[config.mk]
export PLATFORM = sky130hd
export DESIGN_NAME = uart_reg_arbiter
export DESIGN_NICKNAME = d
export VERILOG_FILES = /design/src/rtl/uart_pkg.sv /design/src/rtl/reg_req_slot.sv /design/src/rtl/uart_reg_arbiter.sv
export SDC_FILE = /design/constraint.sdc
export NUM_CORES = 1
export LEC_CHECK = 0
export CAP_MARGIN = 20
export CORE_ASPECT_RATIO = 1.1
export CORE_UTILIZATION = 44
export DETAILED_ROUTE_END_ITERATION = 6
export PLACE_DENSITY_LB_ADDON = 0.12
export SYNTH_ARGS = -nofsm -noshare
export SYNTH_HDL_FRONTEND = slang
export SYNTH_SLANG_ARGS = --single-unit
[constraint.sdc]
create_clock -name i_clk -period 1.69 [get_ports i_clk]
set_input_delay 0.507 -clock i_clk [delete_from_list [all_inputs] [get_ports i_clk]]
set_output_delay 0.507 -clock i_clk [all_outputs]
set_load 0.1 [all_outputs]
[src/rtl/uart_pkg.sv]
// Shared UART register-file types: address width, data-out register offset and
// the request record held by the arbiter slots.
package uart_pkg;

    typedef logic [2:0] reg_rwaddr;

    localparam reg_rwaddr UART_DOUTL_OFFSET = 3'd0;

    typedef struct packed {
        logic      we;
        reg_rwaddr addr;
        logic [7:0] wdata;
    } reg_access_t;

endpackage

[src/rtl/reg_req_slot.sv]
// Single-entry request holder: captures a request when empty, flags a dropped
// request when full, and empties on the owner's completion pulse.
module reg_req_slot
    import uart_pkg::*;
(
    input  logic        i_clk,
    input  logic        i_rst_n,
    input  logic        i_req,
    input  reg_access_t i_access,
    input  logic        i_clear,
    output logic        o_valid,
    output reg_access_t o_access,
    output logic        o_overrun
);

    logic        valid_reg;
    reg_access_t access_reg;
    logic        overrun_reg;

    always_ff @(posedge i_clk or negedge i_rst_n) begin
        if (!i_rst_n) begin
            valid_reg   <= 1'b0;
            access_reg  <= '0;
            overrun_reg <= 1'b0;
        end else begin
            // A request landing while the slot is still occupied (including the
            // freeing cycle) is dropped and reported.
            overrun_reg <= i_req & valid_reg;
            if (i_req && !valid_reg) begin
                valid_reg  <= 1'b1;
                access_reg <= i_access;
            end else if (i_clear) begin
                valid_reg <= 1'b0;
            end
        end
    end

    assign o_valid   = valid_reg;
    assign o_access  = access_reg;
    assign o_overrun = overrun_reg;

endmodule

[src/rtl/uart_reg_arbiter.sv]
// Round-robin arbiter giving two requesters one-at-a-time access to the UART
// register file, returning read data to the originating port.
module uart_reg_arbiter
    import uart_pkg::*;
#(
    parameter int READ_LAT = 1
) (
    input  logic                  i_clk,
    input  logic                  i_rst_n,
    input  logic [1:0]            i_req,
    input  logic [1:0]            i_we,
    input  reg_rwaddr [1:0]       i_addr,
    input  logic [1:0][7:0]       i_wdata,
    output logic [1:0]            o_ready,
    output logic [1:0]            o_overrun,
    output logic [1:0]            o_wdone,
    output logic [1:0]            o_rvalid,
    output logic [7:0]            o_rdata,
    output logic                  o_rd_req,
    output logic                  o_wr_req,
    output reg_rwaddr             o_rwaddr,
    output logic [7:0]            o_write_reg,
    output logic                  o_fifo_fetch,
    input  logic [7:0]            i_rdata
);

    localparam logic [1:0] IDLE    = 2'd0;
    localparam logic [1:0] ISSUE   = 2'd1;
    localparam logic [1:0] WAIT_RD = 2'd2;
    localparam logic [1:0] RETURN  = 2'd3;

    localparam logic [2:0] LAT_LOAD = 3'(READ_LAT - 1);

    logic [1:0]  slot_valid;
    reg_access_t slot_access [2];
    reg_access_t req_access  [2];

    logic [1:0] state_reg;
    logic       grant_reg;
    logic       ptr_reg;
    logic [2:0] cnt_reg;
    logic [1:0] wdone_reg;
    logic [1:0] rvalid_reg;
    logic [7:0] rdata_reg;
    logic       rd_req_reg;
    logic       wr_req_reg;
    logic       fifo_fetch_reg;
    reg_rwaddr  rwaddr_reg;
    logic [7:0] write_reg_reg;

    // A slot whose completion pulse is showing is still occupied but already served.
    logic [1:0] completing;
    logic [1:0] eligible;
    logic       grant_next;

    assign completing = wdone_reg | rvalid_reg;
    assign eligible   = slot_valid & ~completing;
    assign grant_next = (eligible == 2'b11) ? ptr_reg : eligible[1];

    for (genvar gi = 0; gi < 2; gi++) begin : g_slot
        assign req_access[gi] = '{we: i_we[gi], addr: i_addr[gi], wdata: i_wdata[gi]};

        reg_req_slot u_slot (
            .i_clk     (i_clk),
            .i_rst_n   (i_rst_n),
            .i_req     (i_req[gi]),
            .i_access  (req_access[gi]),
            .i_clear   (completing[gi]),
            .o_valid   (slot_valid[gi]),
            .o_access  (slot_access[gi]),
            .o_overrun (o_overrun[gi])
        );
    end

    always_ff @(posedge i_clk or negedge i_rst_n) begin
        if (!i_rst_n) begin
            state_reg      <= IDLE;
            grant_reg      <= 1'b0;
            ptr_reg        <= 1'b0;
            cnt_reg        <= 3'd0;
            wdone_reg      <= 2'b00;
            rvalid_reg     <= 2'b00;
            rdata_reg      <= 8'h00;
            rd_req_reg     <= 1'b0;
            wr_req_reg     <= 1'b0;
            fifo_fetch_reg <= 1'b0;
            rwaddr_reg     <= '0;
            write_reg_reg  <= 8'h00;
        end else begin
            rd_req_reg     <= 1'b0;
            wr_req_reg     <= 1'b0;
            fifo_fetch_reg <= 1'b0;
            wdone_reg      <= 2'b00;
            rvalid_reg     <= 2'b00;
            case (state_reg)
                IDLE: begin
                    if (|eligible) begin
                        grant_reg  <= grant_next;
                        state_reg  <= ISSUE;
                        cnt_reg    <= LAT_LOAD;
                        rwaddr_reg <= slot_access[grant_next].addr;
                        if (slot_access[grant_next].we) begin
                            wr_req_reg    <= 1'b1;
                            write_reg_reg <= slot_access[grant_next].wdata;
                        end else begin
                            rd_req_reg     <= 1'b1;
                            write_reg_reg  <= 8'h00;
                            fifo_fetch_reg <= (slot_access[grant_next].addr == UART_DOUTL_OFFSET);
                        end
                    end
                end
                ISSUE, WAIT_RD: begin
                    if (state_reg == ISSUE && slot_access[grant_reg].we) begin
                        wdone_reg[grant_reg] <= 1'b1;
                        ptr_reg              <= ~grant_reg;
                        state_reg            <= IDLE;
                    end else if (cnt_reg == 3'd0) begin
                        // i_rdata is taken in the last cycle before RETURN so the
                        // result is presented READ_LAT cycles after the read strobe.
                        rdata_reg             <= i_rdata;
                        rvalid_reg[grant_reg] <= 1'b1;
                        state_reg             <= RETURN;
                    end else begin
                        cnt_reg   <= cnt_reg - 3'd1;
                        state_reg <= WAIT_RD;
                    end
                end
                default: begin
                    ptr_reg   <= ~grant_reg;
                    state_reg <= IDLE;
                end
            endcase
        end
    end

    assign o_ready      = ~slot_valid;
    assign o_wdone      = wdone_reg;
    assign o_rvalid     = rvalid_reg;
    assign o_rdata      = rdata_reg;
    assign o_rd_req     = rd_req_reg;
    assign o_wr_req     = wr_req_reg;
    assign o_rwaddr     = rwaddr_reg;
    assign o_write_reg  = write_reg_reg;
    assign o_fifo_fetch = fifo_fetch_reg;

endmodule
==> out/qor.csv <==
stage,metric,value,unit
outcome,outcome,"finished, violations left",
outcome,failing checks,negative setup slack,
worst_setup_path,Crit path arrival time,1210,ps
timing,Final TNS setup,-34.0,ps
synthesis,top post-synthesis cells by area,"dfrtp_1 (57%), mux2_2 (13%), mux2i_1 (3.7%), ha_1 (2.3%), nand2_1 (1.9%)",
synthesis,syn_area_per_cell,13.1,µm²
final_layout,nets,346,
timing,Finish-stage setup viols,2,
synthesis,asr flop ratio synth,100,%
run,max_cap viols,0,
final_layout,"leading cell types in the layout, fill and taps excluded","dfrtp_1 (57), clkdlybuf4s50_1 (34), buf_12 (34)",
floorplan,IO Pins,66,
floorplan,core area,5840,µm²
placed_design,Final HPWL DP,4320,µm
final_layout,# diodes,0,
synthesis,Yosys cell types,42,
floorplan,Die Ht,84.2,µm
synthesis,synthesized area,2700,µm²
clock_tree,Clock Latency Late Sink,330,ps
worst_setup_path,Critical Path End Type,primary output,
final_layout,"commonest non-fill, non-tap cell in the layout",dfrtp_1,
route,Antenna Nets Post-Route,0,
final_layout,fin util,72.0,%
synthesis,Post-Synthesis Cells,206,
grt,first-pass GRT wire length,9950,µm
grt,total gr overflow,0,
route,TritonRoute pass-1 iters,2,
synthesis,#FFs+latches synth,61,
route,drc violations,0,
floorplan,Initial Util,46.2,%
timing,Worst Tran Pin Value,325,ps
worst_hold_path,HP Class,in -> async,
clock_tree,CTS tree,built,
floorplan,standard-cell rows,29,
placed_design,placed instance area,3930,µm²
worst_setup_path,Critical Path RT,1180,ps
synthesis,Yosys top cell area share,56.5,%
synthesis,"area leader, netlist",dfrtp_1,
timing,max-slew violations,0,
clock_tree,Root Driver,clkbuf_8,
floorplan,Die ar.,6460,µm²
route,Iter 0 DRT Violations,78,
floorplan,Die Wd,76.7,µm
clock_tree,CTS max path bufs,2,
synthesis,main flop type after synthesis,dfrtp_1,
clock_tree,clock-pin slew on the worst setup and hold paths,60,ps
synthesis,synth warn,0,
timing,Max Clk Rate,584,MHz
route,vias per inst,5.05,
synthesis,Post-synth EDFFs,0,
timing,clock skew,4.52,ps
clock_tree,clock sink total,61,
timing,relative slew slack,78.4,%
final_layout,Area Growth Syn to Fin,55.8,%
worst_setup_path,critical path class,reg -> out,
synthesis,sequential-to-total area share from yosys stat,56.5,%
timing,RSZ-0062 raised after global routing,yes,
timing,Fin. Hold Viols,0,
final_layout,layout cells sized above 1,43.0,%
final_layout,final instance area,4210,µm²
timing,Tmin final,1710,ps
final_layout,max FFs per register,24,
grt,initial antenna violation count,0,
timing,final worst slack,-22.5,ps
worst_setup_path,peak fanout along the critical path,2,
grt,vias in the first global route,2106,
route,wire per inst,15.6,µm
timing,final worst path period share,101,%
route,final wirelength,6040,µm
grt,GRT Resource Usage Total,20.7,%
worst_setup_path,CP Launch Type,flop,
placed_design,number of port buffers,65,
clock_tree,number of H-tree branching levels,3,
route,vias,1950,
placed_design,routability cong.,0.870,
clock_tree,# hold bufs at CTS,0,
clock_tree,CTS Buf Count,9,
synthesis,syn nets,247,
grt,largest net degree at the start of global routing,62,
-- final timing paths --
| path | start | endpoint | slack, ps | depth (start not counted) |
|---|---|---|---|---|
| max | o_wdone[0] | o_wdone[0] | -20 | 3 |
| min | i_rst_n | o_write_reg[1] | 180 | 2 |
| max reg2reg | o_wdone[0] | o_fifo_fetch | -10 | 6 |
| min reg2reg | g_slot[1].u_slot.o_access[0] | g_slot[1].u_slot.o_access[0] | 510 | 1 |
| max in group asynchronous | i_rst_n | o_rvalid[1] | 1220 | 2 |
| min in group i_clk | g_slot[1].u_slot.o_access[0] | g_slot[1].u_slot.o_access[0] | 510 | 1 |
-- cells in the mapped netlist, types with 3 or more instances --
cell     number
and3_1        3
buf_2         3
dfrtp_1      61
or2_2         3
nor3_1        3
nand2_1      14
o21ai_1       7
a21oi_1       5
mux2i_1      10
nand3_1       4
inv_1        11
mux2_2       32
o21ai_0       6
ha_1          5
-- routing by layer --
| layer | vias up | global-route usage, % | share of wire (%) |
|---|---|---|---|
| li1 | 929 | - | - |
| met1 | 959 | 23.2 | 39 |
| met4 | 0 | 12.4 | 2.5 |
| met2 | 49 | 36.2 | 54 |
| met3 | 13 | 4.46 | 4.4 |
| met5 | - | 0 | 0 |
-- cell families after synthesis --
logic type                 synth area share (%)
DFF                                        56.5
adders and majority gates                  2.32
muxes                                      17.6
buffers and inverters                      3.94
and+or+nand+nor                            10.8
AOI/OAI and AO/OA                          8.80
-- critical path, stage by stage (launching register included) --
cell and delay, ps:
dfrtp_4 490, buf_6 130, buf_6 110, buf_12 150
-- what timing repair did --
item | CTS | global route
buffers inserted | 2 | 2
endpoints found under the setup margin | 17 | 25
pin swaps | 1 | 1
gates cloned | 0 | 0
gates resized for setup | 6 | 8
-- stage by stage --
stage,hold WS [ps],cells,setup WS (ps)
after floorplan,211,206,-157
after global routing,192,386,-53.5
after CTS,180,384,-43.6
after global placement,484,367,-118
final,177,386,-22.5
after detailed placement,495,367,-146
-- cell type report --
class / count / area (µm²)
timing repair buffer: 96 / 1240
clock inverter: 1 / 5.00
multi-input combinational: 126 / 1120
sequential: 61 / 1540
clock buffer: 14 / 173
fill: 414 / 1630
tap: 77 / 96.3
inverter: 11 / 41.3
Power is left out: the tool's default activity adds up to more than one toggle a clock period on the data nets, which glitch-free logic cannot reach.
